File: src/rtl/h6_mul_sequencer.sv
// Control sequencer for the H6 multiplier: clear, load A/B, iterate, drive S-bus, latch flags.
// Optional cancel path is compiled in with `define H6_SEQ_ABORT_EN.
module h6_mul_sequencer #(
  parameter int STEPS      = 16,
  parameter int CLR_CYCLES = 2
) (
  input  logic CLK_50,
  input  logic Rst_n,
  input  logic start,
  input  logic b_sel,
  input  logic abort,
  input  logic alu_carryOut,
  input  logic alu_overflowOut,
  output logic MUL1,
  output logic MUL2_1,
  output logic MUL2_2,
  output logic h6_rst,
  output logic inQLK,
  output logic inTWO,
  output logic inTHREE,
  output logic inFOUR,
  output logic ALS_H6_a,
  output logic ALS_H6_q,
  output logic busy,
  output logic done,
  output logic carry_q,
  output logic ovf_q
);

  typedef enum logic [2:0] {
    S_IDLE, S_CLR, S_LDA, S_LDB, S_STEP, S_OUTA, S_OUTQ, S_DONE
  } state_t;

  localparam logic [2:0] CLR_LAST  = 3'(CLR_CYCLES - 1);
  localparam logic [5:0] STEP_LAST = 6'(STEPS);

  state_t     state, state_nxt;
  logic [2:0] clr_cnt;
  logic [5:0] step_cnt;
  logic       phase;
  logic       b_sel_q;
  logic       abort_clr;
  logic       abort_req;

  logic mul1_nxt, mul2_1_nxt, mul2_2_nxt, h6_rst_nxt, inqlk_nxt, intwo_nxt;
  logic inthree_nxt, infour_nxt, als_a_nxt, als_q_nxt, busy_nxt, done_nxt;

`ifdef H6_SEQ_ABORT_EN
  assign abort_req = abort && (state != S_IDLE) && (state != S_DONE);
`else
  logic unused_abort;
  assign unused_abort = abort;
  assign abort_req    = 1'b0;
`endif

  // State, counters, flags and the registered copies of every output.
  always_ff @(posedge CLK_50 or negedge Rst_n) begin
    if (!Rst_n) begin
      state     <= S_IDLE;
      clr_cnt   <= '0;
      step_cnt  <= '0;
      phase     <= 1'b0;
      b_sel_q   <= 1'b0;
      abort_clr <= 1'b0;
      carry_q   <= 1'b0;
      ovf_q     <= 1'b0;
      MUL1      <= 1'b0;
      MUL2_1    <= 1'b0;
      MUL2_2    <= 1'b0;
      h6_rst    <= 1'b0;
      inQLK     <= 1'b0;
      inTWO     <= 1'b0;
      inTHREE   <= 1'b0;
      inFOUR    <= 1'b0;
      ALS_H6_a  <= 1'b0;
      ALS_H6_q  <= 1'b0;
      busy      <= 1'b0;
      done      <= 1'b0;
    end else begin
      state     <= state_nxt;
      clr_cnt   <= (state == S_CLR && state_nxt == S_CLR) ? clr_cnt + 3'd1 : 3'd0;
      phase     <= (state == S_STEP) ? ~phase : 1'b0;
      abort_clr <= abort_req || (abort_clr && state_nxt == S_CLR);
      if (state == S_STEP && !phase)
        step_cnt <= step_cnt + 6'd1;
      else if (state != S_STEP)
        step_cnt <= '0;
      if (state == S_IDLE && start)
        b_sel_q <= b_sel;
      if (state == S_OUTQ && !abort_req) begin
        carry_q <= alu_carryOut;
        ovf_q   <= alu_overflowOut;
      end
      MUL1     <= mul1_nxt;
      MUL2_1   <= mul2_1_nxt;
      MUL2_2   <= mul2_2_nxt;
      h6_rst   <= h6_rst_nxt;
      inQLK    <= inqlk_nxt;
      inTWO    <= intwo_nxt;
      inTHREE  <= inthree_nxt;
      inFOUR   <= infour_nxt;
      ALS_H6_a <= als_a_nxt;
      ALS_H6_q <= als_q_nxt;
      busy     <= busy_nxt;
      done     <= done_nxt;
    end
  end

  always_comb begin
    state_nxt = state;
    if (abort_req) begin
      state_nxt = S_CLR;
    end else begin
      case (state)
        S_IDLE: if (start) state_nxt = S_CLR;
        S_CLR: begin
          if (abort_clr)                  state_nxt = S_IDLE;
          else if (clr_cnt == CLR_LAST)   state_nxt = S_LDA;
        end
        S_LDA:  state_nxt = S_LDB;
        S_LDB:  state_nxt = S_STEP;
        S_STEP: if (phase && step_cnt == STEP_LAST) state_nxt = S_OUTA;
        S_OUTA: state_nxt = S_OUTQ;
        S_OUTQ: state_nxt = S_DONE;
        S_DONE: state_nxt = S_IDLE;
        default: state_nxt = S_IDLE;
      endcase
    end
  end

  // Outputs are decoded from the next state so they line up with it once registered.
  always_comb begin
    mul1_nxt    = (state_nxt == S_LDA);
    intwo_nxt   = (state_nxt == S_LDA);
    inthree_nxt = (state_nxt == S_LDB);
    mul2_1_nxt  = (state_nxt == S_LDB) && !b_sel_q;
    mul2_2_nxt  = (state_nxt == S_LDB) &&  b_sel_q;
    h6_rst_nxt  = (state_nxt == S_CLR);
    inqlk_nxt   = (state_nxt == S_STEP) && (state != S_STEP || phase);
    als_a_nxt   = (state_nxt == S_OUTA);
    als_q_nxt   = (state_nxt == S_OUTQ);
    infour_nxt  = (state_nxt == S_OUTA) || (state_nxt == S_OUTQ);
    busy_nxt    = (state_nxt != S_IDLE) && (state_nxt != S_DONE);
    done_nxt    = (state_nxt == S_DONE);
  end

endmodule
File: config.mk
export PLATFORM = sky130hd
export DESIGN_NAME = h6_mul_sequencer
export DESIGN_NICKNAME = d
export VERILOG_FILES = /design/src/rtl/h6_mul_sequencer.sv
export SDC_FILE = /design/constraint.sdc
export NUM_CORES = 1
export LEC_CHECK = 0
export BUFFER_PORTS_ARGS = -buffer_cell sky130_fd_sc_hd__buf_4
export CORE_ASPECT_RATIO = 0.6
export CORE_UTILIZATION = 49
export CTS_CLUSTER_SIZE = 10
export DETAILED_ROUTE_END_ITERATION = 7
export PLACE_DENSITY = 0.71
export SLEW_MARGIN = 20
export SYNTH_ARGS = -nofsm -noshare
export SYNTH_HDL_FRONTEND = slang
export SYNTH_SLANG_ARGS = --single-unit
File: constraint.sdc
create_clock -name CLK_50 -period 1.2 [get_ports CLK_50]
set_input_delay 0.12 -clock CLK_50 [delete_from_list [all_inputs] [get_ports CLK_50]]
set_output_delay 0.12 -clock CLK_50 [all_outputs]
set_load 0.1 [all_outputs]
==> metrics.md, run 1 <==
| Metric | Value |
|---|---|
| TritonCTS buffer count | 3 |
| WS Path Type | flip-flop to flip-flop |
| Filler Cells Inserted | 133 |
| Final hold viol count | 0 |
| Clk pin slew, worst setup/hold paths | approximately 0.090 ns |
| Grt ovf | 0 |
| Period utilization | 1.10 |
| Max cap viols | 0 |
| Io pins | 21 |
| GP Congestion | 0.842 |
| Netlist Area Pre-Place | 1270 µm² |
| ANT nets after route | 0 |
| Number of core rows | 13 |
| Max Freq | between 0.7 and 0.8 GHz |
| Fin area | 1840 µm² |
| Cells after Synth | approximately 100 |
| Crit-path max FO | 5 |
| Starting Density | 0.551 |
| Syn Nets | approximately 110 |
| Outcome | complete, but fails checks |
| Final Max Slew Viols | 0 |
| Core area | 2310 µm² |
| Global-route wire length before repair | between 4000 and 5000 µm |
| PortBufs | 19 |
| DRT Pass-1 Iters | 4 |
| CTS tree | yes |
| HPWL after DPL | 1820 µm |
| Yosys cell types | 38 |
| Vias per cell | between 5 and 6 |
| Critical Path AT | about 1.5 ns |
| Area of placed instances | 1560 µm² |
| Biggest register | step_cnt |
| GRT Total Usage | 0.232 |
| Layout cell share with drive strength beyond 1 | 0.557 |
| Rel. slew slack | 0.776 |
| Worst Tran Pin Value | approximately 0.34 ns |
| WP data required | 1.38 ns |
| Synth Register Bits | 28 |
| Sequential share of the synthesized area | 0.551 |
| Crit path capture type | flip-flop |
| Initial antenna violation count | 0 |
| Worst Slack Setup Final | -0.120 ns |
| Layout area overhead | 44.5% |
| Worst Hold Class | primary input to flip-flop |
| Failing checks | negative setup slack |
| Largest net degree at the start of global routing | 29 |
| Layout Utilization | 0.796 |
| Min Tclk post-route | around 1.3 ns |
| Pleak | 0.907 nW |
| ANT cells | 0 |
| Clk_skew | around 0.0062 ns |
| Vias in the first global route | about 920 |
| Synth warn | 0 |
| DIE HEIGHT | 41.5 µm |
| Syn Area/Cell | 12.4 µm² |
| Pwr dens | ~2800 nW/µm² |
| Flop2flop setup slack | -0.12 ns |
| Vias | between 900 and 1000 |
| Nets | 161 |
| Flip-flop count of the largest register after layout | 6 |
| # DRC | 0 |
| Final Hold Slack | 0.0685 ns |
| Die X | just under 70 µm |
| # H-tree levels | 1 |
| Skew-Pair Late Insertion Delay | roughly 0.27 ns |
| CTS Buffer Depth | 2 |
| RSZ-0062 raised after global routing | true |
| Sink Count | 28 |
| 1st-iter DRT viols | 22 |
| Wire per inst | ~16 µm |
| Largest regs | step_cnt (6), clr_cnt (3), state (3) |
| CP Launch Type | flip-flop |
| Die footprint | about 2800 µm² |
| Final setup viols | 14 |
| Maximum vdd ir drop | 0.00183 V |
| Drt total wl | around 2800 µm |
| Design Power | 5.17 mW |
| CTS Root Cell | clkbuf_8 |
[cell usage after synthesis]
library cell	count	area [µm²]
dfrtp_1	28	701
nor2_1	11	41.3
inv_1	8	30.0
nand2_1	6	22.5
ha_1	4	50.1
and2_1	3	18.8
mux2_1	3	33.8
xnor2_1	3	26.3
xor2_1	3	26.3
buf_4	2	15.0
buf_6	2	22.5
nand3_1	2	10.0
nor2b_1	2	12.5
o21ai_0	2	10.0
a21oi_1	1	5.00
a311oi_2	1	15.0
a31oi_1	1	6.26
a32o_1	1	10.0
a41oi_1	1	8.76
and2b_1	1	7.51
mux2i_1	1	10.0
nand2b_1	1	6.26
nand2b_4	1	13.8
nand4_2	1	12.5
nand4_4	1	21.3
nand4b_1	1	8.76
nand4b_4	1	23.8
nor3_1	1	5.00
nor3b_1	1	7.51
nor3b_2	1	12.5
nor4b_1	1	8.76
nor4b_4	1	23.8
nor4bb_1	1	10.0
o21bai_1	1	7.51
o31a_1	1	8.76
o31ai_1	1	7.51
or2_1	1	6.26
or3_1	1	6.26
[cell families after synthesis]
family / synth area share
and+or+nand+nor: 0.219
adders and majority gates: 0.0393
buffers and inverters: 0.0531
muxes: 0.0344
xor gates and xnor gates: 0.0413
AOI/OAI and AO/OA: 0.0620
DFF: 0.551
[final timing paths]
check | cells past startpoint | start | end
min in group asynchronous | 2 | Rst_n | step_cnt[5]
max in group asynchronous | 2 | Rst_n | state[0]
max reg2reg | 3 | step_cnt[3] | abort_clr
min | 2 | alu_overflowOut | ovf_q
max | 3 | step_cnt[3] | abort_clr
min reg2reg | 1 | b_sel_q | MUL2_1
[critical path: stages (launching register included)]
cell and delay [ns]:
dfrtp_1 0.42, nor4b_4 0.37, nand4_4 0.21, a311oi_2 0.23
[routing by layer]
layer / track usage / wire length, µm / vias up
met5: 0 / 0 / -
met2: 0.345 / 1300 / 18
li1: - / - / 438
met4: 0.0500 / 19 / 0
met3: 0.0687 / 126 / 2
met1: 0.333 / 1330 / 459
[power by group]
part | internal [mW] | leakage [nW] | switching, mW
sequential | 1.22 | 0.363 | 0.239
combinational | 1.14 | 0.508 | 1.85
clock | 0.447 | 0.0357 | 0.281
[timing repair]
action / CTS / global route
setup endpoints to repair: 15 / 18
pin swaps: 8 / 6
buffers inserted: 5 / 5
hold buffers: 1 / 0
gates resized for setup: 15 / 16
endpoints found under the hold margin: 28 / 0
[placed cells by master, fill, tap and decap left out, types with 2 or more instances in the layout]
master and n:
and2_1 2, buf_4 39, buf_6 6, clkbuf_8 3
dfrtp_1 22, dfrtp_2 6, ha_1 3, inv_1 7
mux2_4 3, nand2_1 5, nand2b_4 2, nand3_1 2
nand4_4 2, nor2_1 7, nor2_2 3, nor2b_1 2
xnor2_1 3, xor2_1 3
[through the flow]
stage / worst slack (ns) / TNS, ns / cells
global route: -0.204 / -1.99 / 179
CTS: -0.121 / -0.791 / 174
global placement: -0.0901 / -0.660 / 164
floorplan: -0.0522 / -0.122 / 103
finish: -0.120 / -0.958 / 179
detailed placement: -0.132 / -1.18 / 164
[cell type report]
type,instances,area (µm²),area share
Clock buffer,3,41.3,0.0224
Clock inverter,1,30.0,0.0163
Inverter,8,30.0,0.0163
Multi-Input combinational cell,63,622,0.338
Sequential cell,28,708,0.385
Tap cell,30,37.5,0.0204
Timing Repair Buffer,46,370,0.201
Power figures use the tool's default switching activity.
==> run 2, diff against run 1 <==
- BUFFER_PORTS_ARGS: -buffer_cell sky130_fd_sc_hd__buf_4 -> unset
- CORE_UTILIZATION: 49 -> 54
- DONT_BUFFER_PORTS: unset -> 1
- PLACE_DENSITY: 0.71 -> 0.69
==> run 2 against run 1 <==
  * Die area decreased by 8.9%
  * Critical path depth increased by 1
  * Clock skew shrank 0.0040 ns
  * The flow still finishes with violations (negative setup slack)
  * Clock power down 20%
==> metrics.md, run 2 (same netlist as run 1, synthesis figures left out) <==
| Metric | Value |
|---|---|
| Final hold viol count | 0 (unchanged) |
| Routed met3 length | 123 µm (-2.4%) |
| WL met1 | 1410 µm (+5.8%) |
| Commonest non-fill, non-tap cell in the layout | buf_4 |
| Grt ovf | 0 (unchanged) |
| Wire per inst | 17.3 µm (+12%) |
| Rel. slew slack | 0.702 (-0.0737) |
| Period utilization | 1.13 (+0.0308) |
| Commonest non-fill, non-tap cells in the layout | 29 x buf_4, 19 x dfrtp_1, 9 x dfrtp_2, 7 x inv_1, 6 x nor2_1 |
| Max layer used | met4 |
| Area of placed instances | 1530 µm² (-2.1%) |
| Worst Slack Setup Final | -0.157 ns (-0.0369 ns) |
| Outcome | complete, but fails checks |
| Drt total wl | 2980 µm (+7.3%) |
| Max Freq | 0.737 GHz (-2.7%) |
| Die X | 64.7 µm (-4.6%) |
| Layout area overhead | 42.6% |
| Worst Tran Pin Value | 0.446 ns (+0.110 ns) |
| Starting Density | 0.579 (+0.0286) |
| Maximum vdd ir drop | 0.00219 V (+20%) |
| Final setup viols | 12 (-2) |
| TritonCTS buffer count | 3 (unchanged) |
| DRT Pass-1 Iters | 4 (unchanged) |
| PortBufs | 0 (-19) |
| Clk pin slew, worst setup/hold paths | 0.09 ns (about the same) |
| Vias in the first global route | 826 (-11%) |
| Layout cell share with drive strength beyond 1 | 0.542 (-0.0148) |
| Largest regs | step_cnt (6), clr_cnt (3), state (3) |
| Pre-CTS WS | -0.111 ns (+0.0212 ns) |
| RSZ-0062 raised after global routing | true |
| Layout Utilization | 0.826 (+0.0299) |
| Io pins | 21 (unchanged) |
| Fin area | 1810 µm² (-1.4%) |
| CTS tree | yes |
| ANT cells | 0 (unchanged) |
| Nets | 154 (-4.3%) |
| Largest net degree at the start of global routing | 29 (unchanged) |
| Vias per cell | 5.18 (+1.1%) |
| DIE HEIGHT | 39.6 µm (-4.5%) |
| Crit-path max FO | 5 (unchanged) |
| Min Tclk post-route | 1.36 ns (+0.0369 ns) |
| WS Path Type | flip-flop to flip-flop |
| Sink Count | 28 (unchanged) |
| ANT nets after route | 0 (unchanged) |
| Final Max Slew Viols | 0 (unchanged) |
| # H-tree levels | 1 (unchanged) |
| Pleak | 0.858 nW (-5.4%) |
| Flip-flop count of the largest register after layout | 6 (unchanged) |
| TNS Setup | -1.17 ns (-0.207 ns) |
| # DRC | 0 (unchanged) |
| Worst Hold Class | primary input to flip-flop |
| HPWL after DPL | 1710 µm (-5.9%) |
| Clk_skew | 0.00216 ns (-0.00400 ns) |
| Global-route wire length before repair | 4240 µm (-8.9%) |
| Number of core rows | 13 (unchanged) |
| Final Hold Slack | 0.286 ns (+0.218 ns) |
| CP Launch Type | flip-flop |
| Failing checks | negative setup slack |
| Pwr dens | 2750 nW/µm² (-2.2%) |
| 1st-iter DRT viols | 53 (+140%) |
| Core area | 2200 µm² (-4.9%) |
| GP Congestion | 0.792 (-6.0%) |
| Initial antenna violation count | 0 (unchanged) |
| Max cap viols | 0 (unchanged) |
| Biggest register | step_cnt |
| DP Cell Count | 158 (-3.7%) |
| Critical Path AT | 1.55 ns (+0.04 ns) |
| Crit path capture type | flip-flop |
| WP data required | 1.39 ns (about the same) |
| CTS Buffer Depth | 2 (unchanged) |
| Vias | 891 (-2.8%) |
| Die footprint | 2560 µm² (-8.9%) |
| DR WL met2 | 1390 µm (+6.9%) |
| Layout Cells excl Fill | 172 (-3.9%) |
| GRT Total Usage | 0.247 (+0.0158) |
| CTS Root Cell | clkbuf_8 |
| Design Power | 4.99 mW (-3.5%) |
| Skew-Pair Late Insertion Delay | 0.28 ns (about the same) |
[run 2: timing repair]
action / CTS / global route
hold endpoints to repair: 31 / 0
gates resized for setup: 10 / 24
pin swaps: 6 / 4
endpoints found under the setup margin: 15 / 18
hold buffers: 5 / 0
setup buffers: 2 / 3
[run 2: path summary, 6_finish.rpt]
path                        startpoint           to  slack [ns]  cells past startpoint
setup / recovery           step_cnt[0]    abort_clr       -0.16                      4
min in group asynchronous        Rst_n     state[1]        0.30                      2
hold / removal                   start      b_sel_q        0.29                      3
setup reg to reg           step_cnt[0]    abort_clr       -0.16                      4
max in group asynchronous        Rst_n  step_cnt[0]        0.73                      2
hold reg to reg                b_sel_q       MUL2_1        0.45                      1
[run 2: layout make-up]
cell class,count,area (µm²)
Sequential cell,28,712
Multi-Input combinational cell,63,637
Clock buffer,4,55.1
Tap cell,30,37.5
Inverter,8,30.0
Fill cell,122,382
Timing Repair Buffer,39,343
[run 2: critical path: stages, from the launching register on]
cell and delay (ns):
dfrtp_2 0.47, inv_1 0.10, ha_1 0.28, nand4_4 0.19, a311oi_2 0.23
[run 2: where the power goes]
part | switching (mW) | internal, mW
Clock | 0.289 | 0.294
Combinational | 1.87 | 1.05
Sequential | 0.257 | 1.23
[run 2: layer usage]
| layer | vias to the layer above | global-route usage |
|---|---|---|
| met5 | - | 0 |
| met1 | 436 | 0.330 |
| met3 | 6 | 0.0756 |
| li1 | 424 | - |
| met4 | 0 | 0.0889 |
| met2 | 25 | 0.387 |
==> run 3, diff against run 2 <==
- HOLD_SLACK_MARGIN: unset -> 0.03
- PLACE_DENSITY: 0.69 -> unset
- PLACE_DENSITY_LB_ADDON: unset -> 0.08
- REMOVE_ABC_BUFFERS: unset -> 1
==> run 3 against run 2 <==
  * The flow still finishes with violations (negative setup slack)
  * Worst setup slack worse by 0.0021 ns
  * Flip-flop and latch count unchanged
  * Final cell count up 0.58%
  * Global-route usage up 0.42 points
  * Critical path depth unchanged
  * Register-to-register slack about the same
  * Critical path type unchanged
  * Largest cell class unchanged
==> metrics.md, run 3 (same netlist as run 1, synthesis figures left out) <==
| Metric | Value |
|---|---|
| Outcome | complete, but fails checks |
| Failing checks | negative setup slack |
| Period utilization | 1.13 (+0.00177) |
| Crit-path max FO | 3 (-2) |
| Number of core rows | 13 (unchanged) |
| Die footprint | 2560 µm² (unchanged) |
| Skew-Pair Late Insertion Delay | 0.28 ns (about the same) |
| Final Hold Slack | 0.295 ns (+0.00868 ns) |
| Worst Hold Class | primary input to async pin |
| Die X | 64.7 µm (unchanged) |
| Crit path capture type | flip-flop |
| DIE HEIGHT | 39.6 µm (unchanged) |
| Io pins | 21 (unchanged) |
| CP Cell Sequence | ha_2, nor4bb_4, o31a_1, a311oi_2 |
| RSZ-0062 raised after global routing | true |
| Pwr dens | 2720 nW/µm² (-1.2%) |
| Layout Utilization | 0.811 (-0.0148) |
| Nets | 155 (+0.65%) |
| Layout cell share with drive strength beyond 1 | 0.490 (-0.0527) |
| TritonCTS buffer count | 3 (unchanged) |
| Crit path largest cell delay | 0.40 ns (-0.07 ns) |
| Largest regs | step_cnt (6), clr_cnt (3), state (3) |
| CP Launch Type | flip-flop |
| HPWL after DPL | 1930 µm (+12%) |
| Vias in the first global route | 895 (+8.4%) |
| # H-tree levels | 1 (unchanged) |
| Layout area overhead | 40.0% |
| Vias | 909 (+2.0%) |
| Drt total wl | 2840 µm (-4.7%) |
| ANT nets after route | 0 (unchanged) |
| Commonest non-fill, non-tap cells in the layout | 27 x buf_4, 24 x dfrtp_1, 9 x nor2_1, 7 x inv_1, 7 x buf_6 |
| WP data required | 1.39 ns (about the same) |
| Initial antenna violation count | 0 (unchanged) |
| Biggest register | step_cnt |
| Clk pin slew, worst setup/hold paths | 0.10 ns (about the same) |
| Critical Path AT | 1.55 ns (about the same) |
| Filler Cells Inserted | 114 (-6.6%) |
| Flip-flop count of the largest register after layout | 6 (unchanged) |
| CTS tree | yes |
| GRT Total Usage | 0.252 (+0.00420) |
| Max Freq | 0.736 GHz (-0.16%) |
| Sink Count | 28 (unchanged) |
| # DRC | 0 (unchanged) |
| Final setup viols | 15 (+3) |
| CTS Buffer Depth | 2 (unchanged) |
| Rel. slew slack | 0.796 (+0.0939) |
| Wire per inst | 16.4 µm (-5.2%) |
| Worst Tran Pin Value | 0.304 ns (-0.141 ns) |
| Global-route wire length before repair | 4390 µm (+3.6%) |
| PortBufs | 0 (unchanged) |
| WS Path Type | flip-flop to flip-flop |
| DRT Pass-1 Iters | 4 (unchanged) |
| Pleak | 0.873 nW (+1.8%) |
| Largest net degree at the start of global routing | 29 (unchanged) |
| Commonest non-fill, non-tap cell in the layout | buf_4 |
| Worst Slack Setup Final | -0.159 ns (-0.00212 ns) |
| Max cap viols | 0 (unchanged) |
| CTS Root Cell | clkbuf_8 |
| Vias per cell | 5.25 (+1.4%) |
| Critical path's slowest cell | dfrtp_1 |
| Pre-CTS WS | -0.185 ns (-0.0743 ns) |
| Grt ovf | 0 (unchanged) |
| GP Congestion | 0.757 (-4.4%) |
| Clk_skew | 0.0112 ns (+0.00903 ns) |
| Min Tclk post-route | 1.36 ns (+0.00212 ns) |
| Starting Density | 0.579 (unchanged) |
| Final hold viol count | 0 (unchanged) |
| Core area | 2200 µm² (unchanged) |
| Maximum vdd ir drop | 0.00152 V (-31%) |
| ANT cells | 0 (unchanged) |
| TNS Setup | -1.04 ns (+0.126 ns) |
| 1st-iter DRT viols | 60 (+13%) |
| Final Max Slew Viols | 0 (unchanged) |
run 3: changes by cell type in the layout (fill, tap and decap cells not counted), moves of 3 or more:
cell / change
nor2_1: +3
nor2_2: -3
buf_6: +3
dfrtp_2: -5
dfrtp_1: +5
run 3: layout make-up:
type	instances	area, µm²	area share
clock buffers	4	45.0	0.0253
inverters	8	30.0	0.0169
multi-input cells	63	602	0.338
flip-flops and latches	28	706	0.396
well taps	30	37.5	0.0211
repair buffers	40	362	0.203
run 3: power by group:
| group | internal (mW) | switching, mW |
|---|---|---|
| sequential | 1.21 | 0.239 |
| clock | 0.238 | 0.280 |
| combinational | 1.03 | 1.84 |
run 3: worst paths after layout:
kind	startpoint	to	slack, ns	cells after the start
worst min register to register	b_sel_q	MUL2_1	0.50	1
worst max register to register	clr_cnt[0]	abort_clr	-0.16	4
worst min-delay path	Rst_n	busy	0.30	2
min in group CLK_50	start	b_sel_q	0.38	3
worst max-delay path	clr_cnt[0]	abort_clr	-0.16	4
max in group asynchronous	Rst_n	state[1]	0.73	2
run 3: timing repair:
action                                  in CTS  in global routing
resized for setup                           24                 12
endpoints found under the setup margin      19                 21
pin swaps                                    7                  7
endpoints found under the hold margin       31                  0
hold buffers                                 5                  0
buffers inserted                             2                  3
run 3: metal layers:
layer,share of wire,routed length [µm],global-route usage
met1,0.44,1250,0.311
met2,0.50,1430,0.450
met3,0.054,152,0.0698
met4,0.0035,10,0.0556
met5,0,0,0
run 3: per-stage QoR:
stage | power [mW] | cells | area (µm²)
floorplan | 3.12 | 99 | 1230
detailed placement | 3.89 | 159 | 1510
global route | 5.04 | 173 | 1780
global placement | 3.81 | 159 | 1510
finish | 4.84 | 173 | 1780
CTS | 4.67 | 170 | 1720
run 3: worst max-delay path, delay by kind of cell (launching register included):
kind            cells  cell delay (ns)
compound gates      2             0.52
simple gates        1             0.15
flops               1             0.40
fa+ha+maj           1             0.20
